<file path="config.mk">
export PLATFORM = sky130hd
export DESIGN_NAME = sw_reg_bank_wr
export DESIGN_NICKNAME = d
export VERILOG_FILES = /design/src/rtl/sw_reg_bank_wr.sv
export SDC_FILE = /design/constraint.sdc
export NUM_CORES = 1
export LEC_CHECK = 0
export BUFFER_PORTS_ARGS = -buffer_cell sky130_fd_sc_hd__buf_2
export CAP_MARGIN = 40
export CORE_MARGIN = 3
export CORE_UTILIZATION = 52
export DETAILED_ROUTE_END_ITERATION = 10
export HOLD_SLACK_MARGIN = 0.02
export PLACE_DENSITY = 0.87
export REMOVE_ABC_BUFFERS = 1
export SYNTH_ARGS = -nofsm -noshare
export SYNTH_HDL_FRONTEND = slang
export SYNTH_SLANG_ARGS = --single-unit
</file>
<file path="constraint.sdc">
create_clock -name wb_clk_i -period 6.75 [get_ports wb_clk_i]
set_input_delay 1.6875 -clock wb_clk_i [delete_from_list [all_inputs] [get_ports wb_clk_i]]
set_output_delay 1.6875 -clock wb_clk_i [all_outputs]
set_load 0.02 [all_outputs]
</file>
<file path="src/rtl/sw_reg_bank_wr.sv">
// sw_reg_bank_wr: Wishbone bank of software-written control registers
// with per-register update strobes, pulse mode and a sticky status IRQ.
module sw_reg_bank_wr #(
  parameter int unsigned DEV_BASE_ADDR = 0,
  parameter int unsigned BUS_DATA_WIDTH = 32,
  parameter int unsigned BUS_ADDR_WIDTH = 8,
  parameter int unsigned NUM_REGS = 4,
  parameter logic [BUS_DATA_WIDTH-1:0] RESET_VAL = '0,
  parameter logic [NUM_REGS-1:0] PULSE_MASK = '0,
  parameter bit INT_EN = 1'b1
) (
  input  logic wb_clk_i,
  input  logic wb_rst_i,
  input  logic wbs_cyc_i,
  input  logic wbs_stb_i,
  input  logic wbs_we_i,
  input  logic [BUS_DATA_WIDTH/8-1:0] wbs_sel_i,
  input  logic [BUS_ADDR_WIDTH-1:0] wbs_adr_i,
  input  logic [BUS_DATA_WIDTH-1:0] wbs_dat_i,
  output logic [BUS_DATA_WIDTH-1:0] wbs_dat_o,
  output logic wbs_ack_o,
  output logic wbs_err_o,
  output logic wbs_int_o,
  output logic [NUM_REGS*BUS_DATA_WIDTH-1:0] fabric_data_o,
  output logic [NUM_REGS-1:0] fabric_upd_o
);

  localparam int unsigned W = BUS_DATA_WIDTH;
  localparam int unsigned AW = BUS_ADDR_WIDTH;
  localparam int unsigned B = W / 8;
  localparam int unsigned BL = $clog2(B);
  localparam logic [AW-1:0] BASE = AW'(DEV_BASE_ADDR);
  localparam logic [AW-1:0] ALIGN_MASK = AW'(B - 1);
  localparam logic [AW-1:0] STAT_IDX = AW'(NUM_REGS);

  logic [W-1:0] regs_q [NUM_REGS];
  logic [NUM_REGS-1:0] status_q;
  logic [NUM_REGS-1:0] upd_q;
  logic [W-1:0] dat_q;
  logic ack_q;
  logic err_q;
  logic int_q;

  logic borrow;
  logic [AW-1:0] off;
  logic [AW-1:0] idx;
  logic valid;
  logic accept;
  logic any_sel;
  logic stat_hit;
  logic [W-1:0] wmask;
  logic [NUM_REGS-1:0] wr_hit;
  logic [NUM_REGS-1:0] clr_mask;
  logic [NUM_REGS-1:0] status_d;
  logic [W-1:0] rd_mux;

  // Decode: borrow flags addresses below base so they never wrap into range.
  always_comb begin
    {borrow, off} = {1'b0, wbs_adr_i} - {1'b0, BASE};
    idx = off >> BL;
    valid = !borrow && ((off & ALIGN_MASK) == '0) && (idx <= STAT_IDX);
    accept = wbs_cyc_i & wbs_stb_i & !ack_q & !err_q;
    any_sel = |wbs_sel_i;
    stat_hit = accept & valid & (idx == STAT_IDX);
    wmask = '0;
    for (int k = 0; k < int'(B); k++) begin
      wmask[k*8 +: 8] = {8{wbs_sel_i[k]}};
    end
    wr_hit = '0;
    for (int i = 0; i < int'(NUM_REGS); i++) begin
      wr_hit[i] = accept & wbs_we_i & valid & any_sel & (idx == AW'(i));
    end
  end

  // Status next value: read-to-clear, write-1-to-clear by byte, set on writes.
  always_comb begin
    clr_mask = '0;
    for (int i = 0; i < int'(NUM_REGS); i++) begin
      clr_mask[i] = stat_hit & wbs_we_i & wbs_dat_i[i] & wbs_sel_i[i/8];
    end
    if (stat_hit && !wbs_we_i) begin
      status_d = '0;
    end else begin
      status_d = (status_q & ~clr_mask) | wr_hit;
    end
  end

  // Readback mux for the addressed register or status.
  always_comb begin
    rd_mux = '0;
    if (idx == STAT_IDX) begin
      rd_mux[NUM_REGS-1:0] = status_q;
    end else begin
      for (int i = 0; i < int'(NUM_REGS); i++) begin
        if (idx == AW'(i)) rd_mux = regs_q[i];
      end
    end
  end

  // Control registers: byte-merge on write; pulse-mode ones fall back to idle.
  always_ff @(posedge wb_clk_i or posedge wb_rst_i) begin
    if (wb_rst_i) begin
      for (int i = 0; i < int'(NUM_REGS); i++) regs_q[i] <= RESET_VAL;
    end else begin
      for (int i = 0; i < int'(NUM_REGS); i++) begin
        if (wr_hit[i]) begin
          regs_q[i] <= (regs_q[i] & ~wmask) | (wbs_dat_i & wmask);
        end else if (PULSE_MASK[i]) begin
          regs_q[i] <= RESET_VAL;
        end
      end
    end
  end

  // Bus response, strobes, status and interrupt.
  always_ff @(posedge wb_clk_i or posedge wb_rst_i) begin
    if (wb_rst_i) begin
      ack_q <= 1'b0;
      err_q <= 1'b0;
      dat_q <= '0;
      upd_q <= '0;
      status_q <= '0;
      int_q <= 1'b0;
    end else begin
      ack_q <= accept & valid;
      err_q <= accept & !valid;
      dat_q <= (accept && valid && !wbs_we_i) ? rd_mux : '0;
      upd_q <= wr_hit;
      status_q <= status_d;
      int_q <= INT_EN & (|status_q);
    end
  end

  // Fabric view of the register bank.
  always_comb begin
    fabric_data_o = '0;
    for (int i = 0; i < int'(NUM_REGS); i++) begin
      fabric_data_o[i*W +: W] = regs_q[i];
    end
  end

  assign wbs_ack_o = ack_q;
  assign wbs_err_o = err_q;
  assign wbs_dat_o = dat_q;
  assign wbs_int_o = int_q;
  assign fabric_upd_o = upd_q;

endmodule

</file>
==> key figures <==
Timing
  – Final Setup Violations: 0
  – Final hold violations: 0
  – Final Max Slew Viols: 0
  – Max Clock Freq: 278 MHz
  – Setup tns final: 0 ns
  – Slew HR: 44.1%
  – RSZ-0062 raised after global routing: false
  – Slew at the pin closest to its max-slew limit: 0.833 ns
  – Fin crit period: 3.59 ns
  – Setup skew after layout: 0.0108 ns
  – Hold slack: 0.506 ns
  – Tcrit/Tclk final: 53.3%

Die
  – Die footprint: 0.0154 mm^2
  – Core Box Area: 0.0135 mm^2
  – Initial Util: 53.9%
  – Die width: 124 um
  – # rows: 42
  – Die Y: 124 um
  – # IOs: 216

Clock tree
  – Post-CTS Resized: 0
  – H-tree depth: 4
  – CTS root buf: clkbuf_16
  – Clock Sinks: 171
  – Post-CTS setup repair buffer count: 0
  – Number of CTS-inserted buffers: 17
  – Max clock buf depth: 2
  – CTS hold repair buffers: 0
  – Worst-path clk slew: 0.07 ns
  – CTS tree: built
  – Clock latency at the later pin of the worst-skew pair: 0.43 ns

Worst setup path
  – Largest stage delay, worst path: 0.83 ns
  – CP cell instances: buf_2 > buf_16 > nand2b_1 > or4_1 > mux2_2
  – Endpoint class of the critical path: register
  – RR Startpoint: wbs_err_o
  – Crit path required time: 7.06 ns
  – CP arrival: 3.90 ns
  – CP Max Fanout: 25
  – Crit start category: input port
  – CP Class: in -> reg
  – Crit path from: wbs_adr_i[3]
  – R2r setup slk: 4.38 ns
  – Slowest CP cell: or4_1

GRT
  – Initial antenna violation count: 1
  – Largest net degree at the start of global routing: 101
  – Total grt overflow: 0
  – First-pass GRT wire length: 29600 um
  – Vias in the first global route: 5533
  – GRT Overall Usage: 25.4%

Drt
  – Vias/cell: 5.77
  – Routed Antenna Nets: 0
  – DR DRC count: 0
  – 1st-iter DRT viols: 285
  – DR vias: 5339
  – Total wire length: 19300 um
  – Routed len/inst: 20.9 um
  – Initial DRT Pass Iterations: 6

Place
  – DP HPWL: 13500 um
  – GPL Wtd Cong: 0.975
  – Port Buffers: 215

Synthesis
  – FF+latch count, synth: 171
  – Syn Std Cell Area: 0.00726 mm^2
  – Synthesized area per cell: 13.9 um^2
  – Yosys Warn Count: 0
  – Mapped Cells: 522
  – Netlist cell types: 37
  – Sequential area share after synthesis: 59.0%

Power and ir drop
  – Peak VDD IR: 156 uV
  – Leak Pwr: 5.07 nW
  – Pwr dens: 234 mW/mm^2
  – Total Power: 2.15 mW

Layout
  – Most frequent cells in the layout: buf_2 (214), dfrtp_1 (171), mux2_2 (137)
  – Most common cell after layout, fill and taps aside: buf_2
  – Layout cells sized above 1: 54.5%
  – Nets: 785
  – Area grow syn2layout: 26.6%
  – Final Core Density: 68.3%
  – # fillers: 993

Hold path
  – Hold Startpoint: status_q[0]
  – Hold Crit Class: reg -> reg

Flow run
  – Max_cap viols: 0

Status
  – Status: completed
[area by class of cell]
class	count	area (um^2)	share of cell area (%)
clock buffer	18	439	4.78
multi-input combinational	315	2830	30.8
tap	176	220	2.40
inverter	9	38.8	0.422
antenna	1	2.50	0.0273
sequential	171	4280	46.6
timing repair buffer	222	1200	13.1
clock inverter	14	171	1.87
[report_power, final]
part	total, mW	internal [mW]	leakage, nW	switching (mW)
clock network	0.999	0.593	0.292	0.406
logic	0.113	0.0371	2.39	0.0760
registers	1.04	1.03	2.39	0.00535
total	2.15	1.66	5.07	0.488
[critical path: cells and delay by family]
| kind | cells | cell delay, ns |
|---|---|---|
| buffers and inverters | 2 | 0.51 |
| muxes | 1 | 0.35 |
| and+or+nand+nor | 2 | 1.34 |
[through the flow]
step,worst slack [ns],std cells,cell area (um^2)
final,3.16,926,9180
after global routing,3.03,925,9180
after CTS,3.12,925,9180
after detailed placement,2.66,893,8570
after global placement,2.39,888,8460
after floorplan,0.431,495,7150
[path summary, 6_finish.rpt]
path,endpoint,cells past startpoint
setup / recovery,register,5
hold / removal,wbs_int_o,1
hold reg to reg,wbs_int_o,1
max in group asynchronous,async pin,4
min in group asynchronous,async pin,2
setup reg to reg,wbs_dat_o[21],5
[cell families (layout without fill, tap and decap cells)]
family          Yosys count  count (layout)  synth area share (%)
mux                     160             160                  25.1
compound gates           61              61                  5.86
other cells               0               1                     0
buf+inv                  36             263                  1.98
flops                   171             171                  59.0
simple gates             94              94                  8.05
[Yosys cell counts, drive strengths merged]
master,n,area [um^2]
dfrtp,171,4280
mux2,137,1540
a211oi,38,285
nor2b,20,125
mux2i,19,190
nor3,17,115
nor2,15,56.3
buf,14,61.3
clkbuf,13,48.8
nand2,13,48.8
inv,9,33.8
o22ai,9,56.3
or3,7,43.8
a21oi,5,25.0
a22oi,4,30.0
mux4,4,90.1
nand3,4,37.5
o21ai,4,20.0
or4,4,30.0
and2,2,12.5
nor4,2,33.8
and3,1,6.26
and4,1,8.76
and4bb,1,12.5
nand2b,1,6.26
nand4,1,6.26
nor3b,1,7.51
nor4b,1,8.76
nor4bb,1,10.0
o41ai,1,8.76
or2,1,6.26
or3b,1,8.76
[routing by layer]
metal | share of wire [%] | GRT usage, % | up-vias
li1 | - | - | 2348
met2 | 52 | 43.1 | 231
met5 | 0.036 | 0 | -
met1 | 40 | 31.9 | 2729
met4 | 1.5 | 9.17 | 2
met3 | 7.0 | 6.31 | 29
No activity file was read; power rests on OpenSTA's default activity.
